[src/rtl/spi_cmd_pkg.sv]
// Shared widths and FSM encoding for the SPI command deframer.
// Imported by spi_cmd_deframer and its bench-facing top level.
package spi_cmd_pkg;

   localparam int CMD_WIDTH      = 8;
   localparam int DATAWORD_WIDTH = 16;
   localparam int FRAME_BITS     = CMD_WIDTH + DATAWORD_WIDTH;

   typedef enum logic [1:0] {
      IDLE  = 2'd0,
      SHIFT = 2'd1,
      DONE  = 2'd2
   } state_t;

endpackage

[src/rtl/sync_edge_detect.sv]
// Multi-flop synchroniser for an async pin with registered rise/fall strobes.
// Ports: clk, rst_n, d (async in), rise/fall (1-cycle strobes, clk domain).
module sync_edge_detect #(
   parameter int   STAGES  = 2,
   parameter logic RST_VAL = 1'b0
) (
   input  logic clk,
   input  logic rst_n,
   input  logic d,
   output logic rise,
   output logic fall
);

   logic [STAGES-1:0] sync;
   logic              prev;

   always_ff @(posedge clk or negedge rst_n) begin
      if (!rst_n) begin
         sync <= {STAGES{RST_VAL}};
         prev <= RST_VAL;
         rise <= 1'b0;
         fall <= 1'b0;
      end else begin
         sync <= {sync[STAGES-2:0], d};
         prev <= sync[STAGES-1];
         rise <= sync[STAGES-1] & ~prev;
         fall <= ~sync[STAGES-1] & prev;
      end
   end

endmodule

[src/rtl/spi_cmd_deframer.sv]
// SPI mode-0 target deframer: one {cmd, data} frame per CS_N window, oversampled in clk.
// Ports: clk, rst_n, spi_sck/cs_n/mosi in, spi_miso out, cmd_word, data_word, cmd_valid, frame_err.
// Optional MISO echo of the previous command byte: define SPI_MISO_ECHO_EN.
module spi_cmd_deframer
   import spi_cmd_pkg::*;
#(
   parameter int CMD_WIDTH      = spi_cmd_pkg::CMD_WIDTH,
   parameter int DATAWORD_WIDTH = spi_cmd_pkg::DATAWORD_WIDTH,
   parameter int SYNC_STAGES    = 2
) (
   input  logic                      clk,
   input  logic                      rst_n,
   input  logic                      spi_sck,
   input  logic                      spi_cs_n,
   input  logic                      spi_mosi,
   output logic                      spi_miso,
   output logic [CMD_WIDTH-1:0]      cmd_word,
   output logic [DATAWORD_WIDTH-1:0] data_word,
   output logic                      cmd_valid,
   output logic                      frame_err
);

   localparam int FRAME_BITS = CMD_WIDTH + DATAWORD_WIDTH;
   localparam int CNT_W      = $clog2(FRAME_BITS + 1);

   logic sck_rise, sck_fall, cs_rise, cs_fall;
   logic [SYNC_STAGES:0] mosi_sync;
   logic                 mosi_s;

   sync_edge_detect #(.STAGES(SYNC_STAGES), .RST_VAL(1'b0)) u_sck (
      .clk  (clk),
      .rst_n(rst_n),
      .d    (spi_sck),
      .rise (sck_rise),
      .fall (sck_fall)
   );

   // cs_n resets high so releasing reset with CS idle gives no edge
   sync_edge_detect #(.STAGES(SYNC_STAGES), .RST_VAL(1'b1)) u_cs (
      .clk  (clk),
      .rst_n(rst_n),
      .d    (spi_cs_n),
      .rise (cs_rise),
      .fall (cs_fall)
   );

   // Extra last stage mirrors the strobe register so data lines up with sck_rise
   always_ff @(posedge clk or negedge rst_n) begin
      if (!rst_n) mosi_sync <= '0;
      else        mosi_sync <= {mosi_sync[SYNC_STAGES-1:0], spi_mosi};
   end
   assign mosi_s = mosi_sync[SYNC_STAGES];

   state_t                  state, state_n;
   logic [CNT_W-1:0]        bit_cnt, bit_cnt_n;
   logic [FRAME_BITS-2:0]   shreg, shreg_n;
   logic                    overrun, overrun_n;
   logic                    load, err;
   logic [FRAME_BITS-1:0]   frame;

   assign frame = {shreg, mosi_s};

   always_comb begin
      state_n   = state;
      bit_cnt_n = bit_cnt;
      shreg_n   = shreg;
      overrun_n = overrun;
      load      = 1'b0;
      err       = 1'b0;
      unique case (state)
         IDLE: begin
            if (cs_fall) begin
               state_n   = SHIFT;
               bit_cnt_n = '0;
               overrun_n = 1'b0;
            end
         end
         SHIFT: begin
            // SCK edge is handled before a coincident CS rise
            if (sck_rise) begin
               shreg_n = frame[FRAME_BITS-2:0];
               if (bit_cnt != CNT_W'(FRAME_BITS))
                  bit_cnt_n = bit_cnt + 1'b1;
               if (bit_cnt == CNT_W'(FRAME_BITS - 1)) begin
                  load    = 1'b1;
                  state_n = DONE;
               end
            end
            if (cs_rise) begin
               state_n = IDLE;
               err     = !load && (bit_cnt_n != '0);
            end
         end
         DONE: begin
            if (sck_rise) overrun_n = 1'b1;
            if (cs_rise) begin
               state_n = IDLE;
               err     = overrun_n;
            end
         end
         default: state_n = IDLE;
      endcase
   end

   always_ff @(posedge clk or negedge rst_n) begin
      if (!rst_n) begin
         state     <= IDLE;
         bit_cnt   <= '0;
         shreg     <= '0;
         overrun   <= 1'b0;
         cmd_word  <= '0;
         data_word <= '0;
         cmd_valid <= 1'b0;
         frame_err <= 1'b0;
      end else begin
         state     <= state_n;
         bit_cnt   <= bit_cnt_n;
         shreg     <= shreg_n;
         overrun   <= overrun_n;
         cmd_valid <= load;
         frame_err <= err;
         if (load) begin
            cmd_word  <= frame[FRAME_BITS-1 -: CMD_WIDTH];
            data_word <= frame[DATAWORD_WIDTH-1:0];
         end
      end
   end

`ifdef SPI_MISO_ECHO_EN
   // Echo the previous command byte; zeros shift in behind it
   logic [CMD_WIDTH-1:0] tx;

   always_ff @(posedge clk or negedge rst_n) begin
      if (!rst_n)
         tx <= '0;
      else if (state == IDLE && cs_fall)
         tx <= cmd_word;
      else if (state == SHIFT && sck_fall)
         tx <= {tx[CMD_WIDTH-2:0], 1'b0};
   end

   always_comb begin
      spi_miso = 1'b0;
      if (state == IDLE && cs_fall) spi_miso = cmd_word[CMD_WIDTH-1];
      else if (state == SHIFT)      spi_miso = tx[CMD_WIDTH-1];
   end
`else
   logic unused_sck_fall;
   assign unused_sck_fall = sck_fall;
   assign spi_miso        = 1'b0;
`endif

endmodule

[config.mk]
export PLATFORM = sky130hd
export DESIGN_NAME = spi_cmd_deframer
export DESIGN_NICKNAME = d
export VERILOG_FILES = /design/src/rtl/spi_cmd_pkg.sv /design/src/rtl/sync_edge_detect.sv /design/src/rtl/spi_cmd_deframer.sv
export SDC_FILE = /design/constraint.sdc
export NUM_CORES = 1
export LEC_CHECK = 0
export ABC_CLOCK_PERIOD_IN_PS = 2200
export BUFFER_PORTS_ARGS = -buffer_cell sky130_fd_sc_hd__buf_4
export CAP_MARGIN = 10
export CORE_MARGIN = 4
export CORE_UTILIZATION = 39
export CTS_CLUSTER_SIZE = 10
export DETAILED_ROUTE_END_ITERATION = 16
export PLACE_DENSITY = 0.63
export SLEW_MARGIN = 10
export SYNTH_ARGS = -nofsm -noshare
export SYNTH_HDL_FRONTEND = slang
export SYNTH_SLANG_ARGS = --single-unit
[constraint.sdc]
create_clock -name clk -period 2.2 [get_ports clk]
set_input_delay 0.11 -clock clk [delete_from_list [all_inputs] [get_ports clk]]
set_output_delay 0.11 -clock clk [all_outputs]
set_load 0.005 [all_outputs]
==> impl_metrics.toml <==
[clocking]
cts-buffers-inserted = 9
clock_latency_ns = 0.34
postCtsSetupBuffers = 0
clock_path_buffers = 2
cts_tree = "done"
root_buffer = "clkbuf_8"
htree_levels = 3
clk_pin_slew_ns = 0.07
clock-sinks = 69

[timing]
maxSlewViolCount = 0
setup_tns_ns = 0
skew_ns = 0.0104
fin_crit_sh_pct = 84.7
finalSetupViolations = 0
worst_slew_pin_slew_ns = 0.845
slew_headroom_pct = 43.7
hold_violations = 0
max_freq_mhz = 537
rsz0062_at_grt = "false"
layout_setup_ws_ns = 0.338
period_minus_slack_ns = 1.86
hold_slack_ns = 0.349

[yosys]
ys_warn_count = 0
yosysMostFrequentCell = "dfrtp_1"
synth_ff_type = "dfrtp_1"
syn-cell-area_um2 = 2890
ys_top_cells_by_count = "dfrtp_1, mux2_2, mux2_4"
synthCells = 194
synth_nets = 204
yosysUniqueCellTypes = 38
async_flop_share_pct = 100
synth-seq-cells = 69
synth.top_cell.area_share_pct = 57.2
synth-seq-area-share_pct = 59.9
synth-edff-count = 0
yosys.area.top_type = "dfrtp_1"
synth_area_leaders = "dfrtp_1, mux2_2, mux2_4, dfstp_2, ha_1"
post_synth.cell_area_avg_um2 = 14.9

[placed_design]
place.gp.congestion = 0.798
post-dp-hpwl_mm = 2.80
dp_worst_setup_slack_ns = 0.347
postPlaceCellArea_um2 = 3170
dp_cells = 316
io_buffers = 30

[cells_and_area]
register_area_um2 = 1730
fin_util_pct = 46.9
nets = 242
fill_cells = 680
fin_area_um2 = 3380
drive_gt1_share_pct = 43.5
multi_input_area_um2 = 1040
n_antenna_cell = 0
area_growth_pct = 17.1
fin_cells = 336

[global_routing]
grt_max_degree = 70
grt_use_total_pct = 11.5
first_global_vias = 1595
grt_pass1_wl_mm = 7.77
grt-ovfl-total = 0
antenna_found_initial = 0

[die]
dieArea_um2 = 8850
ios = 32
start_util_pct = 40.0
dieHeight_um = 94.1
core_um2 = 7210
num_rows = 31
dieWidth_um = 94.1

[drt]
wl_per_cell_um = 13.4
drc = 0
vias_per_cell = 4.80
via_count = 1614
drtAntennaViolNets = 0
drt_iter0_drc = 121
wl_mm = 4.51
dr.pass1.iters = 4

[setup_path]
critPathKind = "flip-flop to flip-flop"
worstPathArrival_ns = 2.09
required_ns = 2.43
crit_path_end_kind = "flip-flop"
path_max_fanout = 25
cp-start-kind = "flip-flop"

[worst_hold_path]
hold_path_class = "flip-flop to flip-flop"

[power_and_ir_drop]
vdd.ir_drop.worst_v = 0.000416
p_leak_nw = 1.65
powerDensity_nw_per_um2 = 797
finalPower_mw = 2.69

[run]
drv_cap = 0

[status]
status = "complete, no violations"
critical path: stages, from the launching register on:
cell     delay, ns
dfrtp_1       0.41
ha_1          0.26
nand2_2       0.12
nor3_4        0.20
and2_4        0.18
buf_12        0.20
mux2_2        0.36
registers in the layout (all words and copies together) (netlist names):
name	cells
shreg	23
data_word	16
cmd_word	8
bit_cnt	5
mosi_sync	3
state	2
u_cs.sync	2
u_sck.sync	2
cmd_valid	1
frame_err	1
overrun	1
u_cs.fall	1
u_cs.prev	1
u_cs.rise	1
u_sck.prev	1
u_sck.rise	1
path summary, 6_finish.rpt:
path,start,slack [ns],to,cells past startpoint
worst max-delay path,bit_cnt[0]$_DFFE_PN0P_,0.34,data_word[14]$_DFFE_PN0P_,6
worst min-delay path,u_sck.sync[0]$_DFF_PN0_,0.35,u_sck.sync[1]$_DFF_PN0_,0
worst max register to register,bit_cnt[0]$_DFFE_PN0P_,0.34,data_word[14]$_DFFE_PN0P_,6
worst min register to register,u_sck.sync[0]$_DFF_PN0_,0.35,u_sck.sync[1]$_DFF_PN0_,0
max in group asynchronous,rst_n,1.24,cmd_valid$_DFF_PN0_,2
min in group asynchronous,rst_n,0.42,u_sck.sync[1]$_DFF_PN0_,2
layer usage:
metal / part of all wire (%) / global-route usage (%) / vias to the layer above / routed length (um)
met5: 0 / 0 / - / 0
met4: 2.6 / 6.50 / 0 / 118
met3: 4.4 / 4.09 / 12 / 199
met2: 45 / 16.3 / 41 / 2020
met1: 48 / 15.2 / 792 / 2170
li1: - / - / 769 / -
kinds of logic after synthesis:
| kind of cell | synth area share, % |
|---|---|
| flops | 59.9 |
| mux | 21.1 |
| simple gates | 5.63 |
| compound gates | 6.54 |
| buf+inv | 4.16 |
| fa+ha+maj | 2.17 |
| other cells | 0.130 |
| xor+xnor | 0.303 |
cells in the final DEF, fill, tap and decap left out, types with 2 or more instances in the layout:
master | Yosys | final
o22ai_1 | 2 | 2
a21oi_1 | 4 | 4
clkinv_2 | 0 | 3
inv_1 | 6 | 6
mux2_2 | 28 | 28
nor3_1 | 4 | 4
a21o_1 | 3 | 3
dfrtp_1 | 66 | 66
nand2_1 | 6 | 6
clkbuf_8 | 0 | 9
nand4_1 | 3 | 3
dfstp_2 | 3 | 3
ha_1 | 5 | 5
nand3_1 | 2 | 2
dlygate4sd3_1 | 0 | 4
nand2_2 | 2 | 2
nor2_1 | 2 | 2
clkinvlp_4 | 0 | 2
a22o_1 | 4 | 4
buf_4 | 1 | 32
mux2_4 | 19 | 19
o21ai_0 | 4 | 4
nor2b_1 | 4 | 4
timing repair:
item,CTS,global route
resized for setup,0,0
hold buffers,4,0
hold endpoints to repair,69,0
cell type report:
type                            count  area share (%)
Tap cell                           99            3.66
Timing Repair Buffer               37            8.88
Clock buffer                       10            3.77
Multi-Input combinational cell    109            30.7
Sequential cell                    69            51.2
Clock inverter                      6            1.15
Inverter                            6           0.666
where the power goes:
group	switching (mW)	leakage (nW)	internal [mW]
logic	0.204	0.638	0.178
clock network	0.463	0.0824	0.406
registers	0.0757	0.928	1.37
total	0.743	1.65	1.95
No activity file was read; power rests on OpenSTA's default activity.
